==> src/rtl/cpu_axi_bridge_mo_if.sv <==
// AXI3 master-side channel bundle between the CPU bridge and the crossbar.
// The bridge drives AR/AW/W plus rready/bready; the slave drives the rest.
interface cpu_axi_bridge_mo_if;
    logic [3:0]  arid;
    logic [31:0] araddr;
    logic [7:0]  arlen;
    logic [2:0]  arsize;
    logic [1:0]  arburst;
    logic [1:0]  arlock;
    logic [3:0]  arcache;
    logic [2:0]  arprot;
    logic        arvalid;
    logic        arready;
    logic [3:0]  rid;
    logic [31:0] rdata;
    logic [1:0]  rresp;
    logic        rlast;
    logic        rvalid;
    logic        rready;
    logic [3:0]  awid;
    logic [31:0] awaddr;
    logic [7:0]  awlen;
    logic [2:0]  awsize;
    logic [1:0]  awburst;
    logic [1:0]  awlock;
    logic [3:0]  awcache;
    logic [2:0]  awprot;
    logic        awvalid;
    logic        awready;
    logic [3:0]  wid;
    logic [31:0] wdata;
    logic [3:0]  wstrb;
    logic        wlast;
    logic        wvalid;
    logic        wready;
    logic [3:0]  bid;
    logic [1:0]  bresp;
    logic        bvalid;
    logic        bready;

    modport master (
        output arid, araddr, arlen, arsize, arburst, arlock, arcache, arprot, arvalid,
        input  arready,
        input  rid, rdata, rresp, rlast, rvalid,
        output rready,
        output awid, awaddr, awlen, awsize, awburst, awlock, awcache, awprot, awvalid,
        input  awready,
        output wid, wdata, wstrb, wlast, wvalid,
        input  wready,
        input  bid, bresp, bvalid,
        output bready
    );

    modport slave (
        input  arid, araddr, arlen, arsize, arburst, arlock, arcache, arprot, arvalid,
        output arready,
        output rid, rdata, rresp, rlast, rvalid,
        input  rready,
        input  awid, awaddr, awlen, awsize, awburst, awlock, awcache, awprot, awvalid,
        output awready,
        input  wid, wdata, wstrb, wlast, wvalid,
        output wready,
        output bid, bresp, bvalid,
        input  bready
    );
endinterface

==> src/rtl/cpu_axi_bridge_mo.sv <==
// Bridge from two SRAM-like CPU ports (inst, data) to one AXI3 master with
// multiple outstanding reads per port, one write in flight and data-side RAW/WAR ordering.
module cpu_axi_bridge_mo #(
    parameter int         MAX_RD_OUTSTANDING = 4,
    parameter logic [3:0] INST_ID            = 4'd0,
    parameter logic [3:0] DATA_ID            = 4'd1
) (
    input  logic        clk,
    input  logic        resetn,
    input  logic        inst_req,
    input  logic        inst_wr,
    input  logic [1:0]  inst_size,
    input  logic [31:0] inst_addr,
    input  logic [31:0] inst_wdata,
    output logic [31:0] inst_rdata,
    output logic        inst_addr_ok,
    output logic        inst_data_ok,
    input  logic        data_req,
    input  logic        data_wr,
    input  logic [1:0]  data_size,
    input  logic [31:0] data_addr,
    input  logic [31:0] data_wdata,
    output logic [31:0] data_rdata,
    output logic        data_addr_ok,
    output logic        data_data_ok,
    cpu_axi_bridge_mo_if.master axi
);

    localparam int              CNT_W    = $clog2(MAX_RD_OUTSTANDING + 1);
    localparam logic [CNT_W-1:0] CNT_MAX  = CNT_W'(MAX_RD_OUTSTANDING);
    localparam logic [CNT_W-1:0] CNT_ONE  = CNT_W'(1);
    localparam logic [CNT_W-1:0] CNT_ZERO = CNT_W'(0);

    function automatic logic [3:0] strb_of(input logic [1:0] size, input logic [1:0] off);
        logic [3:0] strb;
        case (size)
            2'd0:    strb = 4'b0001 << off;
            2'd1:    strb = 4'b0011 << off;
            default: strb = 4'b1111;
        endcase
        return strb;
    endfunction

    logic             ar_full_r;
    logic [31:0]      ar_addr_r;
    logic [2:0]       ar_size_r;
    logic [3:0]       ar_id_r;
    logic [CNT_W-1:0] rd_cnt_inst_r;
    logic [CNT_W-1:0] rd_cnt_data_r;
    logic             wr_busy_r;
    logic             aw_pend_r;
    logic             w_pend_r;
    logic             wr_owner_r;
    logic [31:0]      wr_addr_r;
    logic [1:0]       wr_size_r;
    logic [31:0]      wr_data_r;

    logic data_raw_s, data_rd_acc_s, data_wr_acc_s, data_acc_s;
    logic inst_rd_ok_s, inst_wr_ok_s, inst_rd_acc_s, inst_wr_acc_s;
    logic rd_acc_s, wr_acc_s;
    logic r_inst_hit_s, r_data_hit_s, dec_inst_s, dec_data_s, b_done_s;
    logic unused_s;

    // Data side has priority; a late R beat for a port with nothing outstanding is dropped.
    assign data_raw_s    = wr_busy_r & (data_addr[31:2] == wr_addr_r[31:2]);
    assign data_rd_acc_s = resetn & data_req & ~data_wr & ~ar_full_r
                         & (rd_cnt_data_r < CNT_MAX) & ~data_raw_s;
    assign data_wr_acc_s = resetn & data_req & data_wr & ~wr_busy_r & ~ar_full_r
                         & (rd_cnt_data_r == CNT_ZERO);
    assign data_acc_s    = data_rd_acc_s | data_wr_acc_s;
    assign inst_rd_ok_s  = resetn & inst_req & ~inst_wr & ~ar_full_r & (rd_cnt_inst_r < CNT_MAX);
    assign inst_wr_ok_s  = resetn & inst_req & inst_wr & ~wr_busy_r & ~ar_full_r;
    assign inst_rd_acc_s = inst_rd_ok_s & ~data_acc_s;
    assign inst_wr_acc_s = inst_wr_ok_s & ~data_acc_s;
    assign rd_acc_s      = data_rd_acc_s | inst_rd_acc_s;
    assign wr_acc_s      = data_wr_acc_s | inst_wr_acc_s;

    assign r_inst_hit_s  = resetn & axi.rvalid & (axi.rid == INST_ID) & (rd_cnt_inst_r != CNT_ZERO);
    assign r_data_hit_s  = resetn & axi.rvalid & (axi.rid == DATA_ID) & (rd_cnt_data_r != CNT_ZERO);
    assign dec_inst_s    = r_inst_hit_s & axi.rlast;
    assign dec_data_s    = r_data_hit_s & axi.rlast;
    assign b_done_s      = resetn & axi.bvalid & wr_busy_r & ~aw_pend_r & ~w_pend_r;

    assign inst_addr_ok  = inst_rd_acc_s | inst_wr_acc_s;
    assign data_addr_ok  = data_acc_s;
    assign inst_data_ok  = r_inst_hit_s | (b_done_s & ~wr_owner_r);
    assign data_data_ok  = r_data_hit_s | (b_done_s & wr_owner_r);
    assign inst_rdata    = axi.rdata;
    assign data_rdata    = axi.rdata;

    assign axi.arid    = ar_id_r;
    assign axi.araddr  = ar_addr_r;
    assign axi.arlen   = 8'd0;
    assign axi.arsize  = ar_size_r;
    assign axi.arburst = 2'b01;
    assign axi.arlock  = 2'b00;
    assign axi.arcache = 4'b0000;
    assign axi.arprot  = 3'b000;
    assign axi.arvalid = ar_full_r;
    assign axi.rready  = 1'b1;
    assign axi.awid    = 4'd0;
    assign axi.awaddr  = wr_addr_r;
    assign axi.awlen   = 8'd0;
    assign axi.awsize  = {1'b0, wr_size_r};
    assign axi.awburst = 2'b01;
    assign axi.awlock  = 2'b00;
    assign axi.awcache = 4'b0000;
    assign axi.awprot  = 3'b000;
    assign axi.awvalid = aw_pend_r;
    assign axi.wid     = 4'd0;
    assign axi.wdata   = wr_data_r;
    assign axi.wstrb   = strb_of(wr_size_r, wr_addr_r[1:0]);
    assign axi.wlast   = 1'b1;
    assign axi.wvalid  = w_pend_r;
    assign axi.bready  = 1'b1;

    assign unused_s = ^{axi.rresp, axi.bid, axi.bresp};

    // AR holding register: loaded by the accepted read, emptied by the AR handshake.
    always_ff @(posedge clk or negedge resetn) begin
        if (!resetn) begin
            ar_full_r <= 1'b0;
            ar_addr_r <= 32'd0;
            ar_size_r <= 3'd0;
            ar_id_r   <= 4'd0;
        end else if (rd_acc_s) begin
            ar_full_r <= 1'b1;
            ar_addr_r <= data_rd_acc_s ? data_addr : inst_addr;
            ar_size_r <= {1'b0, (data_rd_acc_s ? data_size : inst_size)};
            ar_id_r   <= data_rd_acc_s ? DATA_ID : INST_ID;
        end else if (axi.arvalid && axi.arready) begin
            ar_full_r <= 1'b0;
        end
    end

    // Per-port outstanding read counters.
    always_ff @(posedge clk or negedge resetn) begin
        if (!resetn) begin
            rd_cnt_inst_r <= CNT_ZERO;
            rd_cnt_data_r <= CNT_ZERO;
        end else begin
            case ({inst_rd_acc_s, dec_inst_s})
                2'b10:   rd_cnt_inst_r <= rd_cnt_inst_r + CNT_ONE;
                2'b01:   rd_cnt_inst_r <= rd_cnt_inst_r - CNT_ONE;
                default: rd_cnt_inst_r <= rd_cnt_inst_r;
            endcase
            case ({data_rd_acc_s, dec_data_s})
                2'b10:   rd_cnt_data_r <= rd_cnt_data_r + CNT_ONE;
                2'b01:   rd_cnt_data_r <= rd_cnt_data_r - CNT_ONE;
                default: rd_cnt_data_r <= rd_cnt_data_r;
            endcase
        end
    end

    // Single write slot; AW and W retire independently, B only after both.
    always_ff @(posedge clk or negedge resetn) begin
        if (!resetn) begin
            wr_busy_r  <= 1'b0;
            aw_pend_r  <= 1'b0;
            w_pend_r   <= 1'b0;
            wr_owner_r <= 1'b0;
            wr_addr_r  <= 32'd0;
            wr_size_r  <= 2'd0;
            wr_data_r  <= 32'd0;
        end else if (wr_acc_s) begin
            wr_busy_r  <= 1'b1;
            aw_pend_r  <= 1'b1;
            w_pend_r   <= 1'b1;
            wr_owner_r <= data_wr_acc_s;
            wr_addr_r  <= data_wr_acc_s ? data_addr : inst_addr;
            wr_size_r  <= data_wr_acc_s ? data_size : inst_size;
            wr_data_r  <= data_wr_acc_s ? data_wdata : inst_wdata;
        end else begin
            if (axi.awvalid && axi.awready) aw_pend_r <= 1'b0;
            if (axi.wvalid && axi.wready)   w_pend_r  <= 1'b0;
            if (b_done_s)                   wr_busy_r <= 1'b0;
        end
    end

endmodule

==> src/flat_wrapper.sv <==
// flat-port wrapper written by rule: the top's interface ports become plain ports
module cpu_axi_bridge_mo_flat 
#(
    parameter int         MAX_RD_OUTSTANDING = 4,
    parameter logic [3:0] INST_ID            = 4'd0,
    parameter logic [3:0] DATA_ID            = 4'd1
)
  (clk, resetn, inst_req, inst_wr, inst_size, inst_addr, inst_wdata, inst_rdata, inst_addr_ok, inst_data_ok, data_req, data_wr, data_size, data_addr, data_wdata, data_rdata, data_addr_ok, data_data_ok, axi_arid, axi_araddr, axi_arlen, axi_arsize, axi_arburst, axi_arlock, axi_arcache, axi_arprot, axi_arvalid, axi_arready, axi_rid, axi_rdata, axi_rresp, axi_rlast, axi_rvalid, axi_rready, axi_awid, axi_awaddr, axi_awlen, axi_awsize, axi_awburst, axi_awlock, axi_awcache, axi_awprot, axi_awvalid, axi_awready, axi_wid, axi_wdata, axi_wstrb, axi_wlast, axi_wvalid, axi_wready, axi_bid, axi_bresp, axi_bvalid, axi_bready);
  cpu_axi_bridge_mo_if axi_i ();
  input  logic clk;
  input  logic resetn;
  input  logic inst_req;
  input  logic inst_wr;
  input  logic [1:0] inst_size;
  input  logic [31:0] inst_addr;
  input  logic [31:0] inst_wdata;
  output logic [31:0] inst_rdata;
  output logic inst_addr_ok;
  output logic inst_data_ok;
  input  logic data_req;
  input  logic data_wr;
  input  logic [1:0] data_size;
  input  logic [31:0] data_addr;
  input  logic [31:0] data_wdata;
  output logic [31:0] data_rdata;
  output logic data_addr_ok;
  output logic data_data_ok;
  output wire logic [$bits(axi_i.arid)-1:0] axi_arid;
  output wire logic [$bits(axi_i.araddr)-1:0] axi_araddr;
  output wire logic [$bits(axi_i.arlen)-1:0] axi_arlen;
  output wire logic [$bits(axi_i.arsize)-1:0] axi_arsize;
  output wire logic [$bits(axi_i.arburst)-1:0] axi_arburst;
  output wire logic [$bits(axi_i.arlock)-1:0] axi_arlock;
  output wire logic [$bits(axi_i.arcache)-1:0] axi_arcache;
  output wire logic [$bits(axi_i.arprot)-1:0] axi_arprot;
  output wire logic [$bits(axi_i.arvalid)-1:0] axi_arvalid;
  input wire logic [$bits(axi_i.arready)-1:0] axi_arready;
  input wire logic [$bits(axi_i.rid)-1:0] axi_rid;
  input wire logic [$bits(axi_i.rdata)-1:0] axi_rdata;
  input wire logic [$bits(axi_i.rresp)-1:0] axi_rresp;
  input wire logic [$bits(axi_i.rlast)-1:0] axi_rlast;
  input wire logic [$bits(axi_i.rvalid)-1:0] axi_rvalid;
  output wire logic [$bits(axi_i.rready)-1:0] axi_rready;
  output wire logic [$bits(axi_i.awid)-1:0] axi_awid;
  output wire logic [$bits(axi_i.awaddr)-1:0] axi_awaddr;
  output wire logic [$bits(axi_i.awlen)-1:0] axi_awlen;
  output wire logic [$bits(axi_i.awsize)-1:0] axi_awsize;
  output wire logic [$bits(axi_i.awburst)-1:0] axi_awburst;
  output wire logic [$bits(axi_i.awlock)-1:0] axi_awlock;
  output wire logic [$bits(axi_i.awcache)-1:0] axi_awcache;
  output wire logic [$bits(axi_i.awprot)-1:0] axi_awprot;
  output wire logic [$bits(axi_i.awvalid)-1:0] axi_awvalid;
  input wire logic [$bits(axi_i.awready)-1:0] axi_awready;
  output wire logic [$bits(axi_i.wid)-1:0] axi_wid;
  output wire logic [$bits(axi_i.wdata)-1:0] axi_wdata;
  output wire logic [$bits(axi_i.wstrb)-1:0] axi_wstrb;
  output wire logic [$bits(axi_i.wlast)-1:0] axi_wlast;
  output wire logic [$bits(axi_i.wvalid)-1:0] axi_wvalid;
  input wire logic [$bits(axi_i.wready)-1:0] axi_wready;
  input wire logic [$bits(axi_i.bid)-1:0] axi_bid;
  input wire logic [$bits(axi_i.bresp)-1:0] axi_bresp;
  input wire logic [$bits(axi_i.bvalid)-1:0] axi_bvalid;
  output wire logic [$bits(axi_i.bready)-1:0] axi_bready;
  assign axi_arid = axi_i.arid;
  assign axi_araddr = axi_i.araddr;
  assign axi_arlen = axi_i.arlen;
  assign axi_arsize = axi_i.arsize;
  assign axi_arburst = axi_i.arburst;
  assign axi_arlock = axi_i.arlock;
  assign axi_arcache = axi_i.arcache;
  assign axi_arprot = axi_i.arprot;
  assign axi_arvalid = axi_i.arvalid;
  assign axi_i.arready = axi_arready;
  assign axi_i.rid = axi_rid;
  assign axi_i.rdata = axi_rdata;
  assign axi_i.rresp = axi_rresp;
  assign axi_i.rlast = axi_rlast;
  assign axi_i.rvalid = axi_rvalid;
  assign axi_rready = axi_i.rready;
  assign axi_awid = axi_i.awid;
  assign axi_awaddr = axi_i.awaddr;
  assign axi_awlen = axi_i.awlen;
  assign axi_awsize = axi_i.awsize;
  assign axi_awburst = axi_i.awburst;
  assign axi_awlock = axi_i.awlock;
  assign axi_awcache = axi_i.awcache;
  assign axi_awprot = axi_i.awprot;
  assign axi_awvalid = axi_i.awvalid;
  assign axi_i.awready = axi_awready;
  assign axi_wid = axi_i.wid;
  assign axi_wdata = axi_i.wdata;
  assign axi_wstrb = axi_i.wstrb;
  assign axi_wlast = axi_i.wlast;
  assign axi_wvalid = axi_i.wvalid;
  assign axi_i.wready = axi_wready;
  assign axi_i.bid = axi_bid;
  assign axi_i.bresp = axi_bresp;
  assign axi_i.bvalid = axi_bvalid;
  assign axi_bready = axi_i.bready;
  cpu_axi_bridge_mo #(.MAX_RD_OUTSTANDING(MAX_RD_OUTSTANDING), .INST_ID(INST_ID), .DATA_ID(DATA_ID)) u_core (.clk(clk), .resetn(resetn), .inst_req(inst_req), .inst_wr(inst_wr), .inst_size(inst_size), .inst_addr(inst_addr), .inst_wdata(inst_wdata), .inst_rdata(inst_rdata), .inst_addr_ok(inst_addr_ok), .inst_data_ok(inst_data_ok), .data_req(data_req), .data_wr(data_wr), .data_size(data_size), .data_addr(data_addr), .data_wdata(data_wdata), .data_rdata(data_rdata), .data_addr_ok(data_addr_ok), .data_data_ok(data_data_ok), .axi(axi_i));
endmodule
==> config.mk <==
export PLATFORM = sky130hd
export DESIGN_NAME = cpu_axi_bridge_mo_flat
export DESIGN_NICKNAME = d
export VERILOG_FILES = /design/src/rtl/cpu_axi_bridge_mo_if.sv /design/src/rtl/cpu_axi_bridge_mo.sv /design/src/flat_wrapper.sv
export SDC_FILE = /design/constraint.sdc
export NUM_CORES = 1
export LEC_CHECK = 0
export BUFFER_PORTS_ARGS = -buffer_cell sky130_fd_sc_hd__buf_2
export CAP_MARGIN = 20
export CORE_AREA = 2 2 160 162
export DETAILED_ROUTE_END_ITERATION = 7
export DIE_AREA = 0 0 162 164
export GPL_ROUTABILITY_DRIVEN = 0
export PLACE_DENSITY_LB_ADDON = 0.12
export SETUP_SLACK_MARGIN = 0.05
export SKIP_CTS_REPAIR_TIMING = 1
export SYNTH_ARGS = -nofsm -noshare
export SYNTH_HDL_FRONTEND = slang
export SYNTH_SLANG_ARGS = --single-unit
==> constraint.sdc <==
create_clock -name clk -period 5.1 [get_ports clk]
set_clock_uncertainty 0.1 [all_clocks]
set_input_delay 0.51 -clock clk [delete_from_list [all_inputs] [get_ports clk]]
set_output_delay 0.51 -clock clk [all_outputs]
set_load 0.1 [all_outputs]
==> impl_metrics.ini, run 1 <==
[timing]
layout_worst_path_cycle_share_pct = 70.7
min_period_ps = 3600
rsz0062_at_grt = false
setup_viol = 0
finalMaxSlewViolations = 0
fmax_ghz = 0.277
maxSlewHeadroom_pct = 40.0
hold_viol_final = 0
tns_ps = 0
hold_ws_ps = 242
worst_pin_slew_ps = 900

[detailed_routing]
drc = 0
vias = 4912
initialDrtViolationCount = 216
wl_um = 20600
firstDrtPassIters = 4
ant_nets = 0
vias_per_cell = 4.37
wire_per_inst_um = 18.3

[clock_tree]
cts_tree = built
cts_made_buffers = 9
cts-htree-levels = 3
cts.clk_slew.worst_paths_ps = 70
cts_sinks = 112
root_buffer = clkbuf_16
cts_buffer_depth = 2
insertion_delay_ps = 360

[synthesis]
yosysUniqueCellTypes = 39
synthTopCellsByArea = dfrtp_1, buf_4, o221a_1
synthTopCellsByCount = buf_4, dfrtp_1, nand2b_1, o221a_1, nand2_1
syn_inst = 607
synth_top_area_cell = dfrtp_1
synth_most_common_cell = buf_4
ys_ff_latch = 112
avgSynthCellArea_um2 = 10.7
synth_top_area_share_pct = 43.1
seq_area_frac_synth_pct = 43.1
async_flop_share_pct = 100
synth_top_flop_cell = dfrtp_1
syn-cell-area_um2 = 6500
yosysWarningCount = 0
synth_edf_count = 0

[critical_path]
rr_worst_depth = 8
cp-endpoint = data_addr_ok
cp-startpoint = resetn
worstPathArrival_ps = 2990
crit_path_cell_trace = dlygate4sd3_1, buf_4, nor2b_1, nand2_1, nor4b_4, buf_4, nand2b_1, buf_2
start_kind = primary input
r2r_start = u_core.axi.awaddr[28]
crit_fanout = 38
rrSetupSlack_ps = 1800
crit_slowest_cell = dlygate4sd3_1
path_common_cell = buf_4
crit_type = primary input to primary output
reg2reg_to = u_core.axi.awaddr[19]
critPathMaxStageDelay_ps = 600
worstSetupEndpointType = primary output
crit_required_ps = 4490

[worst_hold_path]
hold_path.class = primary input to flip-flop
hold_start = axi_awready
worstHoldPathCells = 2

[cells_and_area]
areaGrowthSynthToFinish_pct = 18.9
drive_above_1_share_pct = 36.9
stdcell_area_um2 = 7720
layout.nets = 981
fin_util_pct = 31.1

[floorplan]
dieArea_um2 = 26600
num_rows = 58
die_w_um = 162
core_um2 = 24800
io-pin-count = 418
start_util_pct = 26.2
die-height_um = 164

[status]
outcome = completed

[place]
place_area_um2 = 7400
hpwl_um = 14700
io_buffers = 259

[global_route]
first_global_vias = 5116
antenna_found_initial = 1
grtUsageTotal_pct = 15.4
grt_max_degree = 68
globalRouteOverflowTotal = 0
grt_pass1_wl_um = 31000

[job]
drv_cap = 0
-- per-layer routing --
| metal | global-route usage, % | up-vias | share of wire [%] |
|---|---|---|---|
| met1 | 19.4 | 2365 | 44 |
| met5 | 0 | - | 0.058 |
| met3 | 3.99 | 37 | 5.8 |
| met4 | 4.87 | 2 | 1.9 |
| met2 | 26.0 | 196 | 48 |
| li1 | - | 2312 | - |
-- through the flow --
step | cells | worst slack (ps)
floorplan | 659 | 1000
global placement | 1107 | 1450
detailed placement | 1107 | 1410
CTS | 1123 | 1460
global route | 1124 | 1210
finish | 1125 | 1500
-- registers in the layout (all words and copies together) (netlist names), 2 cells and up --
signal	cells
u_core.axi.wdata	32
u_core.rd_cnt_inst_r	3
u_core.axi.araddr	32
u_core.rd_cnt_data_r	3
u_core.axi.arsize	2
u_core.axi.awaddr	32
u_core.wr_size_r	2
-- worst max-delay path, delay by kind of cell --
kind                   cells  cell delay, ps
and+or+nand+nor            4             720
buffers and inverters      4            1740
-- placed cells by master (no fill, tap or decap), types with 8 or more instances in the layout --
cell type  count
buf_2        258
dfrtp_1      112
nand2b_1      71
o221a_1       66
conb_1        54
nand2_1       41
mux2i_1       36
o21ai_1       34
xnor2_1       32
inv_1         11
buf_4         10
clkbuf_16      9
nand4_1        8
-- worst min path at each step --
stage | end | slack, ps
6_report | u_core.axi.awvalid | 240
5_1_grt | u_core.axi.awvalid | 220
4_1_cts | u_core.wr_owner_r | -110
3_5_place_dp | u_core.wr_busy_r | 290
3_3_place_gp | u_core.rd_cnt_data_r[0] | 280
2_1_floorplan | u_core.axi.araddr[0] | 110
-- cells by family (layout without fill, tap and decap cells) --
family	Yosys count	count (layout)	synth area share, %
fa+ha+maj	4	4	1.00
other cells	2	55	0.116
flops	112	112	43.1
buf+inv	162	297	17.5
compound gates	113	113	15.4
simple gates	142	142	12.4
xor+xnor	36	36	4.85
mux	36	36	5.55
-- layout make-up --
cell class / instances / area, µm²
Fill cell: 2692 / 17100
Sequential cell: 112 / 2800
Multi-Input combinational cell: 385 / 2770
Timing Repair Buffer: 269 / 1380
Tap cell: 330 / 413
Clock buffer: 10 / 239
Clock inverter: 6 / 73.8
Inverter: 12 / 45.0
Antenna cell: 1 / 2.50
Power of run 1 is not shown: default switching activity piles up to over one toggle a cycle in this logic, so the estimate is an artifact.
==> run 2, diff against run 1 <==
--- a/config.mk
+++ b/config.mk
@@ -7,9 +7,9 @@
 export LEC_CHECK = 0
 export BUFFER_PORTS_ARGS = -buffer_cell sky130_fd_sc_hd__buf_2
 export CAP_MARGIN = 20
-export CORE_AREA = 2 2 160 162
+export CORE_AREA = 2 2 162 164
 export DETAILED_ROUTE_END_ITERATION = 7
-export DIE_AREA = 0 0 162 164
+export DIE_AREA = 0 0 164 166
 export GPL_ROUTABILITY_DRIVEN = 0
 export PLACE_DENSITY_LB_ADDON = 0.12
 export SETUP_SLACK_MARGIN = 0.05
==> constraint.sdc (replaced) <==
create_clock -name clk -period 3.05 [get_ports clk]
set_clock_uncertainty 0.1 [all_clocks]
set_input_delay 0.305 -clock clk [delete_from_list [all_inputs] [get_ports clk]]
set_output_delay 0.305 -clock clk [all_outputs]
set_load 0.1 [all_outputs]
==> run 2 against run 1 <==
Compared with the run above: routed wire length rose by 2.7%; hold slack got worse by 210 ps; design area increased by 2.2%; worst setup slack lost 1300 ps; first-iteration DRC count decreased by 13%; via count down 1.1%; die area rose by 2.5%; non-clock buffer count up 5; final cell count grew 0.80%; register-to-register slack got worse by 1500 ps; critical path depth down 1; flip-flop and latch count unchanged; critical endpoint is now inst_addr_ok.
==> impl_metrics.ini, run 2 (synthesized netlist as in run 1, its figures left out) <==
[floorplan]
die_w_um = 164
core_um2 = 25600
die-height_um = 166
num_rows = 59
io-pin-count = 418
start_util_pct = 25.4
dieArea_um2 = 27200

[global_route]
grt_pass1_wl_um = 31000
grt_max_degree = 67
first_global_vias = 4880
grt_use_met3_pct = 3.95
gr-usage-met1_pct = 19.7
grt-busiest-layer = met2
grtUsageTotal_pct = 15.1
antenna_found_initial = 1
globalRouteOverflowTotal = 0
met2_usage_pct = 24.1

[critical_path]
cp_top_family = simple AND/OR/NAND/NOR gates
crit_required_ps = 2640
crit_type = flip-flop to primary output
worstPathArrival_ps = 2460
crit_fanout = 7
worstSetupEndpointType = primary output
crit_path_cell_trace = xnor2_1, nand4_1, nor4_2, a21boi_4, buf_4, nor4b_4, buf_12
critPathMaxStageDelay_ps = 420
start_kind = flip-flop
path_buf_inv = 2
crit_slowest_cell = dfrtp_2

[detailed_routing]
ant_nets = 0
vias = 4856
vias_per_cell = 4.28
firstDrtPassIters = 4
drc = 0
initialDrtViolationCount = 189
wire_per_inst_um = 18.7
wl_um = 21200

[timing]
layout_worst_path_cycle_share_pct = 94.0
hold_viol_final = 0
worst_pin_slew_ps = 757
min_period_ps = 2870
setup_viol = 0
finalMaxSlewViolations = 0
rsz0062_at_grt = false
fmax_ghz = 0.349
maxSlewHeadroom_pct = 49.6

[job]
drv_cap = 0

[place]
io_buffers = 259
hpwl_um = 15200
place_area_um2 = 7580

[cells_and_area]
layout.nets = 986
stdcell_area_um2 = 7890
drive_above_1_share_pct = 41.4
final_common_cell = buf_2
antenna_cells = 0
areaGrowthSynthToFinish_pct = 21.4
mostFrequentLayoutCells = buf_2, dfrtp_1, nand2b_1, o221a_1, conb_1

[clock_tree]
insertion_delay_ps = 360
cts.clk_slew.worst_paths_ps = 80
cts-htree-levels = 3
root_buffer = clkbuf_16
cts_buffer_depth = 2
cts_tree = built
cts_made_buffers = 9
cts_sinks = 112

[worst_hold_path]
hold_path.class = primary input to flip-flop

[status]
outcome = completed
## run 2: cell count changes in the layout (fill, tap and decap cells not counted), sizes merged
cell	previous run	this run
clkinv	0	3
clkinvlp	2	0
bufinv	1	0
buf	268	273
diode	1	0
## run 2: final cells by class
| cell class | instances | area, µm² |
|---|---|---|
| clock buffer | 10 | 229 |
| clock inverter | 6 | 51.3 |
| timing repair buffer | 274 | 1470 |
| inverter | 12 | 45.0 |
| sequential | 112 | 2840 |
| fill | 2710 | 17700 |
| tap | 335 | 419 |
| multi-input combinational | 385 | 2840 |
## run 2: worst reg2reg max path, stage by stage (launching register included)
cell	delay, ps
dfrtp_4	480
nor2b_1	180
nand2_1	140
nor3_1	290
a21boi_4	270
inv_2	50
buf_4	160
nand2b_4	70
ha_4	120
inv_1	50
fa_2	330
xor2_1	140
nor2_1	120
xor2_1	150
## run 2: through the flow
stage / std cells / setup WS (ps) / TNS (ps) / hold slack, ps / util [%]
2_1_floorplan: 659 / -88.0 / -88.0 / -90.6 / -
3_3_place_gp: 1117 / 258 / 0 / 244 / 29.6
3_5_place_dp: 1117 / 234 / 0 / 240 / 29.6
4_1_cts: 1133 / 31.5 / 0 / -162 / 30.7
5_1_grt: 1134 / 62.4 / 0 / 13.1 / 30.8
6_report: 1134 / 182 / 0 / 35.0 / 30.8
## run 2: worst paths after layout
kind | cells past startpoint | slack [ps] | from | to
worst max register to register | 13 | 310 | u_core.axi.arvalid | u_core.rd_cnt_inst_r[2]
min in group asynchronous | 3 | 390 | resetn | u_core.axi.araddr[19]
worst min register to register | 2 | 410 | u_core.axi.arid[0] | u_core.axi.arid[0]
worst max-delay path | 7 | 180 | u_core.axi.awaddr[29] | inst_addr_ok
worst min-delay path | 2 | 30 | axi_awready | u_core.axi.awvalid
max in group asynchronous | 4 | 1380 | resetn | u_core.axi.awaddr[29]
## run 2: layer usage
| metal | up-vias | share of wire, % |
|---|---|---|
| met4 | 0 | 2.3 |
| met2 | 193 | 47 |
| met3 | 33 | 7.0 |
| li1 | 2321 | - |
| met1 | 2309 | 43 |
| met5 | - | 0 |
Power of run 2 is left out for the same reason.
==> run 3, diff against run 2 <==
--- a/config.mk
+++ b/config.mk
@@ -12,6 +12,7 @@
 export DIE_AREA = 0 0 164 166
 export GPL_ROUTABILITY_DRIVEN = 0
 export PLACE_DENSITY_LB_ADDON = 0.12
+export REMOVE_ABC_BUFFERS = 1
 export SETUP_SLACK_MARGIN = 0.05
 export SKIP_CTS_REPAIR_TIMING = 1
 export SYNTH_ARGS = -nofsm -noshare
==> run 3 against run 2 <==
Compared with the run above: the run now ends with hold timing left; hold slack got worse by 41 ps; via count rose by 3.0%; first-iteration DRC count rose by 21%; count of clock-buffer cells in the layout did not move; maximum frequency rose by 0.76%; critical path depth rose by 1; worst setup slack improved by 22 ps; design area rose by 1.0%; final cell count rose by 0.26%; core utilization rose by 0.32 points; sequential share of layout area fell by 0.81 points; register-to-register slack improved by 50 ps; critical path type unchanged; largest cell class is now multi-input gates.
==> impl_metrics.ini, run 3 (synthesized netlist as in run 1, its figures left out) <==
[status]
outcome = finished, violations left
violations = hold timing

[clock_tree]
cts_tree = built
insertion_delay_ps = 360
cts_made_buffers = 9
cts_buffer_depth = 2
root_buffer = clkbuf_16
cts_sinks = 112
cts.clk_slew.worst_paths_ps = 80
cts-htree-levels = 3

[timing]
setup_viol = 0
fmax_ghz = 0.351
rsz0062_at_grt = false
hold_viol_final = 5
layout_worst_path_cycle_share_pct = 93.3
min_period_ps = 2850
finalMaxSlewViolations = 0
worst_pin_slew_ps = 718
hold_ws_ps = -6.16
maxSlewHeadroom_pct = 52.1

[detailed_routing]
wire_per_inst_um = 19.4
drc = 0
vias_per_cell = 4.40
wl_um = 22100
firstDrtPassIters = 4
vias = 5002
initialDrtViolationCount = 229
ant_nets = 0

[global_route]
grt_use_met3_pct = 9.49
met2_usage_pct = 21.0
globalRouteOverflowTotal = 0
grtUsageTotal_pct = 15.6
first_global_vias = 4887
grt_pass1_wl_um = 31800
grt-busiest-layer = met1
gr-usage-met1_pct = 21.3
grt_max_degree = 74
antenna_found_initial = 2

[cells_and_area]
final_common_cell = buf_2
fin_cells = 1137
layout.nets = 987
drive_above_1_share_pct = 38.0
mostFrequentLayoutCells = buf_2, dfrtp_1, nand2b_1, o221a_1, conb_1
areaGrowthSynthToFinish_pct = 22.7
stdcell_area_um2 = 7970

[floorplan]
dieArea_um2 = 27200
num_rows = 59
io-pin-count = 418
die-height_um = 166
core_um2 = 25600
die_w_um = 164
start_util_pct = 25.4

[place]
place_area_um2 = 7520
io_buffers = 259
placed_cells = 1117
hpwl_um = 16100

[critical_path]
crit_fanout = 17
cp_top_family = simple AND/OR/NAND/NOR gates
crit_slowest_cell = dfrtp_1
start_kind = flip-flop
crit_type = flip-flop to primary output
crit_path_cell_trace = xnor2_1, nand4_1, nor4_4, a21boi_4, buf_12, nor4b_4, buf_4, buf_12
path_buf_inv = 3
critPathMaxStageDelay_ps = 420
path_common_cell = buf_12
crit_required_ps = 2640
worstSetupEndpointType = primary output
worstPathArrival_ps = 2440

[job]
drv_cap = 0

[worst_hold_path]
hold_path.class = primary input to async pin
run 3: final timing paths:
path	slack, ps	end	depth (start not counted)	start
max in group asynchronous	2320	u_core.axi.awaddr[3]	3	resetn
min in group clk	40	u_core.axi.awvalid	2	axi_awready
max	200	inst_addr_ok	8	u_core.axi.awaddr[28]
min	-6	u_core.axi.wdata[24]	3	resetn
min reg2reg	380	u_core.axi.arid[0]	2	u_core.axi.arid[0]
max reg2reg	360	u_core.rd_cnt_data_r[2]	11	u_core.axi.awaddr[28]
run 3: worst register-to-register path: cells and delay by family (launching register included):
family                   cells  cell delay (ps)
AND/OR/NAND/NOR              3              710
adder cells (fa/ha/maj)      2              620
XOR/XNOR                     3              470
flip-flops                   1              420
buffers and inverters        2              190
AO/OA/AOI/OAI                1              120
run 3: cell type report:
cell class	count	area [µm²]
clock inverter	6	97.6
antenna	2	5.00
tap	335	419
timing repair buffer	275	1530
clock buffer	10	229
inverter	12	45.0
fill	2700	17600
sequential	112	2800
multi-input combinational	385	2840
run 3: per-layer routing:
metal  routed length [µm]  vias up
met4                  216        0
met1                10100     2343
met2                 8700      306
li1                     -     2338
met5                    0        -
met3                 3050       15
run 3: stage by stage:
step                      worst slack (ps)  util (%)  hold slack (ps)  setup TNS, ps
after floorplan                      -2720         -            -90.6        -213470
after global placement                -199      29.4              317          -2940
after detailed placement              -210      29.4              316          -3370
after CTS                             -560      30.6            -81.9          -2960
after global routing                  36.5      31.1             27.7              0
final                                  203      31.1            -6.16              0
Power of run 3 is left out for the same reason.
